**src/rtl/jtag_tap_multireg.sv**
```systemverilog
// IEEE 1149.1 TAP controller with IDCODE, BYPASS, interrupt-status and NUM_REGS
// CTAP data registers. Scans become single-cycle write strobes in the jtag_clk domain.
module jtag_tap_multireg #(
    parameter int unsigned          DATA_WIDTH  = 64,
    parameter int unsigned          IR_WIDTH    = 6,
    parameter int unsigned          NUM_REGS    = 4,
    parameter int unsigned          SEL_WIDTH   = 2,
    parameter int unsigned          NUM_IRQ     = 1,
    parameter logic [31:0]          IDCODE_VAL  = 32'h0000_0001,
    parameter logic [IR_WIDTH-1:0]  IR_IDCODE   = 6'h01,
    parameter logic [IR_WIDTH-1:0]  IR_REG_BASE = 6'h20,
    parameter logic [IR_WIDTH-1:0]  IR_IRQ      = 6'h30
) (
    input  logic                  jtag_clk,
    input  logic                  jtag_rst_l,
    input  logic                  jtag_modesel,
    input  logic                  jtag_datain,
    output logic                  jtag_dataout,
    output logic                  jtag_dataout_en,
    input  logic [DATA_WIDTH-1:0] ctap_jtag_data,
    input  logic [NUM_IRQ-1:0]    ctap_jtag_irq,
    output logic [DATA_WIDTH-1:0] jtag_ctap_data,
    output logic                  jtag_ctap_reg_wr_en,
    output logic                  jtag_ctap_reg_rd_en,
    output logic [SEL_WIDTH-1:0]  jtag_ctap_reg_sel,
    output logic [3:0]            tap_state
);

    typedef enum logic [3:0] {
        ST_EXIT2_DR   = 4'h0, ST_EXIT1_DR   = 4'h1, ST_SHIFT_DR   = 4'h2, ST_PAUSE_DR   = 4'h3,
        ST_SELECT_IR  = 4'h4, ST_UPDATE_DR  = 4'h5, ST_CAPTURE_DR = 4'h6, ST_SELECT_DR  = 4'h7,
        ST_EXIT2_IR   = 4'h8, ST_EXIT1_IR   = 4'h9, ST_SHIFT_IR   = 4'hA, ST_PAUSE_IR   = 4'hB,
        ST_RUN_IDLE   = 4'hC, ST_UPDATE_IR  = 4'hD, ST_CAPTURE_IR = 4'hE, ST_TLR        = 4'hF
    } tap_state_e;

    typedef enum logic [1:0] {DR_BYPASS = 2'd0, DR_IDCODE = 2'd1, DR_REG = 2'd2, DR_IRQ = 2'd3} dr_sel_e;

    tap_state_e             r_state;
    tap_state_e             w_state_next;
    logic [IR_WIDTH-1:0]    r_ir;
    logic [IR_WIDTH-1:0]    r_ir_sr;
    logic [DATA_WIDTH-1:0]  r_dr_sr;
    logic [DATA_WIDTH-1:0]  r_ctap_data;
    logic [SEL_WIDTH-1:0]   r_reg_sel;
    logic                   r_wr_en;
    dr_sel_e                w_dr_sel;
    logic [DATA_WIDTH-1:0]  w_dr_capture;
    logic [DATA_WIDTH-1:0]  w_dr_shift;
    logic                   w_tdo;
    logic                   w_tdo_en;
    logic                   w_rd_en;

    // Opcodes past the last implemented register fall through to BYPASS.
    function automatic logic f_is_reg(input logic [IR_WIDTH-1:0] op);
        logic [IR_WIDTH-1:0] off;
        off = op - IR_REG_BASE;
        return (op >= IR_REG_BASE) && (32'(off) < NUM_REGS);
    endfunction

    // TAP state register
    always_ff @(posedge jtag_clk) begin
        if (!jtag_rst_l) begin
            r_state <= ST_TLR;
        end else begin
            r_state <= w_state_next;
        end
    end

    // 1149.1 next-state decode on TMS
    always_comb begin
        w_state_next = ST_TLR;
        case (r_state)
            ST_TLR:        w_state_next = jtag_modesel ? ST_TLR       : ST_RUN_IDLE;
            ST_RUN_IDLE:   w_state_next = jtag_modesel ? ST_SELECT_DR : ST_RUN_IDLE;
            ST_SELECT_DR:  w_state_next = jtag_modesel ? ST_SELECT_IR : ST_CAPTURE_DR;
            ST_CAPTURE_DR: w_state_next = jtag_modesel ? ST_EXIT1_DR  : ST_SHIFT_DR;
            ST_SHIFT_DR:   w_state_next = jtag_modesel ? ST_EXIT1_DR  : ST_SHIFT_DR;
            ST_EXIT1_DR:   w_state_next = jtag_modesel ? ST_UPDATE_DR : ST_PAUSE_DR;
            ST_PAUSE_DR:   w_state_next = jtag_modesel ? ST_EXIT2_DR  : ST_PAUSE_DR;
            ST_EXIT2_DR:   w_state_next = jtag_modesel ? ST_UPDATE_DR : ST_SHIFT_DR;
            ST_UPDATE_DR:  w_state_next = jtag_modesel ? ST_SELECT_DR : ST_RUN_IDLE;
            ST_SELECT_IR:  w_state_next = jtag_modesel ? ST_TLR       : ST_CAPTURE_IR;
            ST_CAPTURE_IR: w_state_next = jtag_modesel ? ST_EXIT1_IR  : ST_SHIFT_IR;
            ST_SHIFT_IR:   w_state_next = jtag_modesel ? ST_EXIT1_IR  : ST_SHIFT_IR;
            ST_EXIT1_IR:   w_state_next = jtag_modesel ? ST_UPDATE_IR : ST_PAUSE_IR;
            ST_PAUSE_IR:   w_state_next = jtag_modesel ? ST_EXIT2_IR  : ST_PAUSE_IR;
            ST_EXIT2_IR:   w_state_next = jtag_modesel ? ST_UPDATE_IR : ST_SHIFT_IR;
            ST_UPDATE_IR:  w_state_next = jtag_modesel ? ST_SELECT_DR : ST_RUN_IDLE;
            default:       w_state_next = ST_TLR;
        endcase
    end

    // State-decoded outputs: TDO, its enable and the CTAP capture strobe
    always_comb begin
        w_tdo    = 1'b0;
        w_tdo_en = 1'b0;
        w_rd_en  = 1'b0;
        case (r_state)
            ST_SHIFT_IR: begin
                w_tdo    = r_ir_sr[0];
                w_tdo_en = 1'b1;
            end
            ST_SHIFT_DR: begin
                w_tdo    = r_dr_sr[0];
                w_tdo_en = 1'b1;
            end
            ST_CAPTURE_DR: w_rd_en = (w_dr_sel == DR_REG);
            default:       w_rd_en = 1'b0;
        endcase
    end

    // Instruction decode to the active DR
    always_comb begin
        if (r_ir == IR_IDCODE) begin
            w_dr_sel = DR_IDCODE;
        end else if (f_is_reg(r_ir)) begin
            w_dr_sel = DR_REG;
        end else if (r_ir == IR_IRQ) begin
            w_dr_sel = DR_IRQ;
        end else begin
            w_dr_sel = DR_BYPASS;
        end
    end

    // Capture value and length-aware shift: TDI enters at bit L-1 of the selected DR
    always_comb begin
        w_dr_shift = {1'b0, r_dr_sr[DATA_WIDTH-1:1]};
        case (w_dr_sel)
            DR_IDCODE: begin
                w_dr_capture   = DATA_WIDTH'(IDCODE_VAL);
                w_dr_shift[31] = jtag_datain;
            end
            DR_REG: begin
                w_dr_capture               = ctap_jtag_data;
                w_dr_shift[DATA_WIDTH-1]   = jtag_datain;
            end
            DR_IRQ: begin
                w_dr_capture             = DATA_WIDTH'(ctap_jtag_irq);
                w_dr_shift[NUM_IRQ-1]    = jtag_datain;
            end
            default: begin
                w_dr_capture  = {DATA_WIDTH{1'b0}};
                w_dr_shift[0] = jtag_datain;
            end
        endcase
    end

    // IR/DR datapath, register select and write strobe
    always_ff @(posedge jtag_clk) begin
        if (!jtag_rst_l) begin
            r_ir        <= IR_IDCODE;
            r_ir_sr     <= {IR_WIDTH{1'b0}};
            r_dr_sr     <= {DATA_WIDTH{1'b0}};
            r_ctap_data <= {DATA_WIDTH{1'b0}};
            r_reg_sel   <= {SEL_WIDTH{1'b0}};
            r_wr_en     <= 1'b0;
        end else begin
            r_wr_en <= 1'b0;
            case (r_state)
                ST_CAPTURE_IR: r_ir_sr <= IR_WIDTH'(2'b01);
                ST_SHIFT_IR:   r_ir_sr <= {jtag_datain, r_ir_sr[IR_WIDTH-1:1]};
                ST_UPDATE_IR: begin
                    r_ir <= r_ir_sr;
                    if (f_is_reg(r_ir_sr)) begin
                        r_reg_sel <= SEL_WIDTH'(r_ir_sr - IR_REG_BASE);
                    end
                end
                ST_CAPTURE_DR: r_dr_sr <= w_dr_capture;
                ST_SHIFT_DR:   r_dr_sr <= w_dr_shift;
                ST_UPDATE_DR: begin
                    if (w_dr_sel == DR_REG) begin
                        r_ctap_data <= r_dr_sr;
                        r_wr_en     <= 1'b1;
                    end
                end
                default: r_wr_en <= 1'b0;
            endcase
            // Every path into Test-Logic-Reset restores the IDCODE instruction
            if (w_state_next == ST_TLR) begin
                r_ir <= IR_IDCODE;
            end
        end
    end

    assign jtag_dataout        = w_tdo;
    assign jtag_dataout_en     = w_tdo_en;
    assign jtag_ctap_reg_rd_en = w_rd_en;
    assign jtag_ctap_reg_wr_en = r_wr_en;
    assign jtag_ctap_data      = r_ctap_data;
    assign jtag_ctap_reg_sel   = r_reg_sel;
    assign tap_state           = r_state;

endmodule
```
**config.mk**
```make
export PLATFORM = sky130hd
export DESIGN_NAME = jtag_tap_multireg
export DESIGN_NICKNAME = d
export VERILOG_FILES = /design/src/rtl/jtag_tap_multireg.sv
export SDC_FILE = /design/constraint.sdc
export NUM_CORES = 1
export LEC_CHECK = 0
export CORE_ASPECT_RATIO = 1.2
export CORE_MARGIN = 4
export CORE_UTILIZATION = 50
export CTS_BUF_LIST = sky130_fd_sc_hd__clkbuf_4
export DETAILED_ROUTE_END_ITERATION = 8
export GPL_TIMING_DRIVEN = 0
export PLACE_DENSITY_LB_ADDON = 0.1
export SLEW_MARGIN = 10
export SYNTH_ARGS = -nofsm -noshare
export SYNTH_HDL_FRONTEND = slang
export SYNTH_SLANG_ARGS = --single-unit
```
**constraint.sdc**
```tcl
create_clock -name jtag_clk -period 3.3 [get_ports jtag_clk]
set_input_delay 0.495 -clock jtag_clk [delete_from_list [all_inputs] [get_ports jtag_clk]]
set_output_delay 0.495 -clock jtag_clk [all_outputs]
set_load 0.02 [all_outputs]
```
Word-level counts from Yosys, hierarchy flattened
Index checks and enable logic that the tools add are counted.
{"block": "totals", "word_cells": 75, "regBits": 147, "inputBits": 69}
{"block": "op_classes", "n_mux": 26, "n_addsub": 2, "bitwise": 1, "n_eq_ne": 21, "magnitude_cmp": 4, "n_reduce_logical": 14}
{"operator": "$pmux W64 S3", "count": 1}
{"operator": "$pmux W64 S2", "count": 1}
{"operator": "$pmux W4 S12", "count": 1}
{"operator": "$eq A4 B4 Y1 const B", "count": 9}
{"operator": "$mux W2", "count": 9}
{"operator": "$eq A4 B3 Y1 const B", "count": 4}
{"operator": "$ge A6 B6 Y1 const B", "count": 2}
{"operator": "$lt A6 B3 Y1 const B", "count": 2}
{"operator": "$mux W3", "count": 4}
{"operator": "$pmux W6 S2", "count": 1}
{"operator": "$sub A6 B6 Y6 const B", "count": 2}
{"operator": "$reduce_or A2 Y1", "count": 5}
{"operator": "$eq A4 B2 Y1 const B", "count": 2}
{"operator": "$mux W1", "count": 7}
{"operator": "$eq A6 B1 Y1 const B", "count": 1}
{"operator": "$eq A6 B6 Y1 const B", "count": 1}
{"operator": "$reduce_and A2 Y1", "count": 3}
{"operator": "$eq A2 B2 Y1 const B", "count": 2}
{"operator": "$eq A4 B1 Y1 const B", "count": 1}
{"operator": "$logic_not A4 Y1", "count": 1}
{"operator": "$mux W4", "count": 1}
{"operator": "$reduce_bool A2 Y1", "count": 2}
{"operator": "$reduce_or A3 Y1", "count": 1}
{"operator": "$eq A2 B1 Y1 const B", "count": 1}
{"operator": "other kinds (3)", "count": 4}

Longest topological paths before layout
Gate-level depths: netlist (run 1).
{"block": "logic_depth", "ltp_word": 9, "depth_mapped": 6, "ltp_nobuf": 4}

Worst setup path after synthesis (run 1)
Ideal clock, no wire load.
{"block": "synth_timing", "path_type": "flip-flop to output port", "from": "reg r_state[1], in the netlist tap_state[1]", "to": "out jtag_dataout", "path_slack_ns": 1.050, "arrival_ns": 1.755, "n_path_buf": 1, "required_time_ns": 2.805, "stages_incl_launch_ff": 4, "cell_sequence": "dfxtp_1 > buf_2 > nor3b_1 > nor2b_1"}
{"block": "synth_via", "elab_chain_len": 2, "word_cells_on_any_way": 3, "cone_classes": "2 x eq/ne; 1 x mux"}
{"element": "from (decl)", "line_no": "38", "rtl": "tap_state_e r_state;"}
{"element": "from (signal assigned)", "line_no": "65", "rtl": "r_state <= w_state_next;"}
{"element": "$eq A4 B2 Y1 / $eq A4 B4 Y1 (equally long branches)", "line_no": "98", "rtl": "case (r_state)"}
{"element": "$pmux W1 S2 (*)", "line_no": "98"}
{"element": "to (decl)", "line_no": "18", "rtl": "output logic jtag_dataout,"}
Every way passes the cells marked *; elsewhere a longest branch is shown, timed or not.

Worst setup path after layout (run 1)
{"block": "layout_timing", "from": "reg r_state[1], in the netlist tap_state[1]", "to": "out jtag_ctap_reg_rd_en"}
{"block": "layout_via", "elab_chain_len": 2}
{"element": "$eq A4 B3 Y1", "line_no": "98"}
{"element": "$mux W1", "line_no": "98"}
{"element": "to (decl)", "line_no": "24", "rtl": "output logic jtag_ctap_reg_rd_en,"}
No other way between the ends.

==> results by group, run 1 <==
Pwr
  • Sequential share of power: 0.523
  • Power Density: between 400 and 500 mW/mm^2
  • Worst VDD drop: 243 uV
  • Clk pwr share: 0.387
  • Pint: 2.64 mW
  • Static leakage: a little under 3 nW
  • Switch Pwr: roughly 860 uW
  • Switching share of power: 0.245
  • Comb pwr share: 0.090
  • Total power: 3.50 mW

Drt
  • Vias: roughly 5.5k
  • Drt wl/cell: between 15 and 20 um
  • Final ANT Viol Nets: 0
  • DRT Pass-1 Iters: 5
  • Drt via density: 5.42
  • Starting DRT DRC Count: approximately 360
  • Drc violations: 0
  • Routed WL: roughly 16000 um

Clock tree
  • Post-CTS Setup Repair Bufs: 0
  • Root Driver: clkbuf_4
  • Clk slew on worst S/H paths: ~0.11 ns
  • Worst skew pair latency: between 0.5 and 0.6 ns
  • CTS tree: done
  • Clk sink count: roughly 150
  • H-tree lvl count: 4
  • Num CTS Buffers: 17
  • Clk buf depth: 2

Yosys
  • Synth top area share: 0.498
  • Post-Syn Instances: ~680
  • Most numerous cell in the Yosys netlist: dfxtp_1
  • Ys Warns: 0
  • Synth cell count leaders: dfxtp_1 (147), nand2_1 (137), nor2_1 (69)
  • Ys async rst share: 0
  • Mapped Area: 0.00591 sq mm
  • Post-Syn Nets: ~750
  • Number of synthesized flops with an enable pin: 0
  • Post-synthesis sequential area ratio: 0.498
  • Dominant cells by area after synthesis: dfxtp_1 (50%), a221oi_1 (9.0%), nand2_1 (8.7%)
  • Seq cells post-synth: roughly 150
  • Unique cell type count in the Yosys netlist: 37
  • Mean post-synth cell area: slightly below 9 sq um
  • Area leader, netlist: dfxtp_1
  • Ys flop type: dfxtp_1

Setup path
  • Worst path bufs/invs: 3
  • CP max-delay cell: clkdlybuf4s50_1
  • Endpoint type of the worst setup path: output port
  • R2r startpoint: r_ir[2]
  • Worst R2R End: jtag_ctap_data[62]
  • CP required: about 2.8 ns
  • Max Fanout on Critical Path: 10
  • Critical path origin: tap_state[1]
  • FF-to-FF path depth: 5
  • Startpoint Class: flop
  • Worst path top cell family by delay: buffers and inverters
  • Critical path arrival: roughly 2.6 ns
  • Register-to-Register Setup Slack: between 1 and 1.5 ns
  • Cells along the critical path: buf_2 > nor3b_2 > clkbuf_4 > nand2_1 > nor3_1 > clkdlybuf4s50_1
  • Critical path type: flop to output port
  • CP max stage delay: between 0.6 and 0.7 ns

Floorplanning
  • Core ar.: ~0.012 sq mm
  • DIE WIDTH: approximately 110 um
  • Die Y-Extent: 127 um
  • Ports: 143
  • Starting density of the core: 0.511
  • Total die area: approximately 0.014 sq mm
  • Row count: 43

STA
  • Final setup TNS: 0 ns
  • Final Critical Period: just over 3 ns
  • Final setup vio count: 0
  • RSZ-0062 raised after global routing: false
  • Fin. Hold Viols: 0
  • Crit share post-route: 0.921
  • Max Slew Vio Count: 0
  • Headroom to the max-slew limit: 0.597
  • Worst-Margin Slew: between 0.6 and 0.7 ns
  • Hold Slack: ~0.47 ns
  • Fmax: between 300 and 400 MHz
  • Clk_skew: ~0.022 ns

Worst hold path
  • Hold Crit Class: flop to flop
  • Hold EP: jtag_ctap_data[45]
  • Hold Path Depth: 2
  • Hold Path Origin: jtag_ctap_data[45]

Run
  • Max-Cap Viols: 0

GRT
  • GRT Overall Usage: 0.232
  • Antenna violations before repair: 0
  • Overflow after GRT: 0
  • Number of global-route vias before repair: about 5.3k
  • Largest net degree at the start of global routing: 17
  • Global-route wire length before repair: about 25000 um

Layout
  • Design Area, Final: 0.00788 sq mm
  • Layout cells sized above 1: 0.0705
  • Nets: 907
  • Syn-to-layout area delta: 33.4%
  • Diodes inserted: 0

Place
  • Post-DP HPWL: 11500 um
  • Post-DP Area: ~0.0075 sq mm
  • Port buffer count: about 140
  • GP Congestion: 0.848

Status
  • Outcome: completed
-- cells in the final DEF, fill, tap and decap left out, types with 2 or more instances in the layout --
cell / n
clkbuf_1: 41
clkinv_4: 3
dfxtp_1: 147
mux2i_1: 10
bufinv_16: 5
o21ai_0: 67
buf_2: 6
nor2_1: 69
nand3b_1: 2
a22oi_1: 5
nand2_1: 137
buf_6: 6
buf_4: 7
nor2b_1: 11
inv_1: 5
a311oi_1: 2
clkdlybuf4s50_1: 141
nand2b_1: 2
a21oi_1: 5
a21boi_1: 8
a221oi_1: 61
o211ai_1: 5
a21boi_0: 58
and2_1: 2
nand3_1: 3
nor3_1: 3
clkinvlp_4: 2
inv_6: 2
clkbuf_4: 18
-- metrics by stage --
stage	std cells	util	worst slack [ns]
after floorplan	678	-	1.05
after global placement	976	0.650	0.698
after CTS	1008	0.681	0.0283
after global routing	1008	0.681	0.00994
final	1008	0.681	0.260
after detailed placement	976	0.650	0.641
-- registers in the layout, indices dropped and copies added (netlist names) --
| name | count |
|---|---|
| jtag_ctap_data | 64 |
| r_dr_sr | 64 |
| r_ir | 6 |
| r_ir_sr | 6 |
| tap_state | 4 |
| jtag_ctap_reg_sel | 2 |
| jtag_ctap_reg_wr_en | 1 |
-- repair_timing --
action | CTS | global route
endpoints found under the setup margin | 0 | 1
hold buffers | 0 | 0
gates resized for setup | 0 | 2
-- worst min-delay path, stage by stage (launching register included) --
cell      delay, ns
dfxtp_1        0.33
nand2_1        0.04
a21boi_0       0.06
-- routing by layer --
| metal | routed length (um) | GRT usage | vias up |
|---|---|---|---|
| met5 | 0 | 0 | - |
| met4 | 193 | 0.0775 | 0 |
| met3 | 885 | 0.0541 | 19 |
| met2 | 7720 | 0.392 | 159 |
| met1 | 6860 | 0.292 | 2581 |
| li1 | - | - | 2706 |
-- power by group through the flow --
stage | clock (mW) | sequential, mW | combinational, mW
after floorplan | 0 | 1.87 | 0.158
after global placement | 0 | 1.87 | 0.306
after detailed placement | 0 | 1.87 | 0.312
after CTS | 1.39 | 1.83 | 0.314
after global routing | 1.47 | 1.83 | 0.340
final | 1.35 | 1.83 | 0.315
-- worst max-delay path by stage --
stage | end | slack (ns) | cells after the start
after floorplan | jtag_dataout | 1.05 | 3
after global placement | jtag_ctap_reg_rd_en | 0.70 | 6
after detailed placement | jtag_ctap_reg_rd_en | 0.64 | 6
after CTS | jtag_ctap_reg_rd_en | 0.03 | 6
after global routing | jtag_ctap_reg_rd_en | 0.01 | 6
final | jtag_ctap_reg_rd_en | 0.26 | 6
-- logic make-up (layout without fill, tap and decap cells) --
family,Yosys count,count (layout),share of synthesized area
and+or+nand+nor,240,240,0.173
AOI/OAI and AO/OA,214,214,0.256
DFF,147,147,0.498
buffers and inverters,67,240,0.0561
muxes,10,10,0.0169
-- layout make-up --
type                            count  area, sq um
Tap cell                          157          196
Multi-Input combinational cell    464         2640
Timing Repair Buffer              141         1410
Buffer                             61          312
Clock inverter                     15          229
Inverter                            6         22.5
Sequential cell                   147         2940
Fill cell                         972         3690
Clock buffer                       17          128
Power figures use the tool's default switching activity.
==> run 2: changes to the inputs <==
--- a/config.mk
+++ b/config.mk
@@ -6,7 +6,6 @@
 export NUM_CORES = 1
 export LEC_CHECK = 0
 export CORE_ASPECT_RATIO = 1.2
-export CORE_MARGIN = 4
 export CORE_UTILIZATION = 50
 export CTS_BUF_LIST = sky130_fd_sc_hd__clkbuf_4
 export DETAILED_ROUTE_END_ITERATION = 8
==> run 2 against run 1 <==
Global-route usage increased by 2.9 points. Clock power is 8% lower. Total power is 3.2% lower. Via count grew 1.8%. Design area fell by 0.59%. Sequential share of layout area rose by 0.22 points. Count of clock-buffer cells in the layout unchanged. Worst hold slack worse by 0.0020 ns. Sequential power about the same. Critical path type unchanged.
==> results by group, run 2 (synthesis gave the netlist of run 1 again) <==
Drt
  • Routed WL: 15400 um (-1.5%)
  • Starting DRT DRC Count: 355 (-1.1%)
  • Drt wl/cell: 15.3 um (-1.4%)
  • Drc violations: 0 (unchanged)
  • Final ANT Viol Nets: 0 (unchanged)
  • DRT Pass-1 Iters: 6 (+1)
  • Vias: 5565 (+1.8%)
  • Drt via density: 5.53 (+1.9%)

GRT
  • Global-route wire length before repair: 25000 um (-1.1%)
  • Antenna violations before repair: 0 (unchanged)
  • Largest net degree at the start of global routing: 17 (unchanged)
  • Overflow after GRT: 0 (unchanged)
  • GRT Overall Usage: 0.261 (+0.0292)
  • Number of global-route vias before repair: 5249 (-0.70%)

Clock tree
  • Worst skew pair latency: 0.55 ns (about the same)
  • CTS tree: done
  • H-tree lvl count: 4 (unchanged)
  • Post-CTS Setup Repair Bufs: 0 (unchanged)
  • Clk slew on worst S/H paths: 0.12 ns (about the same)
  • Hold buffers post-CTS: 0 (unchanged)
  • Clk sink count: 147 (unchanged)
  • Num CTS Buffers: 17 (unchanged)
  • Root Driver: clkbuf_4
  • Clk buf depth: 2 (unchanged)
  • Post_cts resized: 0 (unchanged)

STA
  • Final setup margin: 0.206 ns (-0.0532 ns)
  • Worst-Margin Slew: 0.672 ns (+0.0698 ns)
  • Final setup TNS: 0 ns (unchanged)
  • Final setup vio count: 0 (unchanged)
  • Hold Slack: 0.466 ns (-0.00201 ns)
  • Crit share post-route: 0.937 (+0.0161)
  • RSZ-0062 raised after global routing: false
  • Fin. Hold Viols: 0 (unchanged)
  • Final Critical Period: 3.09 ns (+0.0532 ns)
  • Clk_skew: 0.0142 ns (-0.00809 ns)
  • Max Slew Vio Count: 0 (unchanged)
  • Fmax: 323 MHz (-1.7%)
  • Headroom to the max-slew limit: 0.552 (-0.0454)

Layout
  • Nets: 907 (unchanged)
  • Multi-input logic area: 0.00263 sq mm (-0.19%)
  • Reg area: 0.00294 sq mm (unchanged)
  • Most frequent cells in the layout: dfxtp_1 (147), clkdlybuf4s50_1 (141), nand2_1 (137), nor2_1 (69), o21ai_0 (67)
  • Fill count: 1036 (+6.6%)
  • Diodes inserted: 0 (unchanged)
  • Final instance count without filler cells: 1007 (-0.099%)
  • Fin util: 0.680 (-0.000837)
  • Most common cell after layout, fill and taps aside: dfxtp_1
  • Syn-to-layout area delta: 32.6%
  • Layout cells sized above 1: 0.0682 (-0.00227)
  • Design Area, Final: 0.00783 sq mm (-0.59%)

Worst hold path
  • Hold Crit Class: flop to flop

Pwr
  • Power Density: 433 mW/mm^2 (-2.6%)
  • Worst VDD drop: 323 uV (+33%)
  • Total power: 3.39 mW (-3.2%)
  • Static leakage: 2.89 nW (-0.77%)

Floorplanning
  • Starting density of the core: 0.513 (+0.00239)
  • Core ar.: 0.0115 sq mm (-0.47%)
  • DIE WIDTH: 101 um (-5.6%)
  • Die Y-Extent: 121 um (-4.7%)
  • Total die area: 0.0123 sq mm (-10%)
  • Ports: 143 (unchanged)
  • Row count: 43 (unchanged)

Place
  • Post-DP Area: 0.00752 sq mm (unchanged)
  • Post-DP HPWL: 11200 um (-2.5%)
  • Placed Cells incl. Taps: 976 (unchanged)
  • Port buffer count: 141 (unchanged)
  • Pre-CTS setup slack: 0.733 ns (+0.0921 ns)
  • GP Congestion: 0.822 (-3.1%)

Run
  • Max-Cap Viols: 0 (unchanged)

Setup path
  • Endpoint type of the worst setup path: output port
  • Critical path arrival: 2.60 ns (+0.05 ns)
  • Critical path type: flop to output port
  • CP required: 2.80 ns (about the same)
  • Max Fanout on Critical Path: 10 (unchanged)
  • Startpoint Class: flop

Status
  • Outcome: completed
[run 2: report_power, final]
group	leakage (nW)	internal [mW]	switching (mW)	total, mW
clock	0.161	0.594	0.649	1.24
sequential	1.19	1.80	0.0254	1.83
combinational	1.54	0.151	0.165	0.316
[run 2: worst paths after layout]
check,start,depth (start not counted),endpoint,slack (ns)
max reg2reg,r_ir[2],5,jtag_ctap_data[60],1.25
min,jtag_ctap_data[31],2,jtag_ctap_data[31],0.47
min reg2reg,jtag_ctap_data[31],2,jtag_ctap_data[31],0.47
max,tap_state[1],6,jtag_ctap_reg_rd_en,0.21
[run 2: layout make-up]
class / count / share of cell area
well taps: 157 / 0.0251
multi-input cells: 464 / 0.336
clock buffers: 17 / 0.0163
inverters: 6 / 0.00287
clock inverters: 14 / 0.0240
plain buffers: 61 / 0.0398
flip-flops and latches: 147 / 0.376
repair buffers: 141 / 0.180
[run 2: worst max-delay path, cell delays in order (launching register included)]
cell	delay, ns
dfxtp_1	0.39
buf_2	0.21
nor3b_1	0.27
clkbuf_4	0.27
nand2_1	0.09
nor3_1	0.18
clkdlybuf4s50_1	0.64
[run 2: per-layer routing]
metal  wire length, um  vias to the layer above  global-route usage  part of all wire
met5                 0                        -                   0                 0
met4               276                        0              0.0933             0.018
met3               745                       26              0.0501             0.048
met2              7640                      183               0.446              0.50
met1              6760                     2660               0.325              0.44
li1                  -                     2696                   -                 -
==> run 3: changes to the inputs <==
--- a/config.mk
+++ b/config.mk
@@ -11,6 +11,7 @@
 export DETAILED_ROUTE_END_ITERATION = 8
 export GPL_TIMING_DRIVEN = 0
 export PLACE_DENSITY_LB_ADDON = 0.1
+export SKIP_CTS_REPAIR_TIMING = 1
 export SLEW_MARGIN = 10
 export SYNTH_ARGS = -nofsm -noshare
 export SYNTH_HDL_FRONTEND = slang
==> results of run 3 <==
No change in the layout: final DEF, timing and power equal those of run 2.
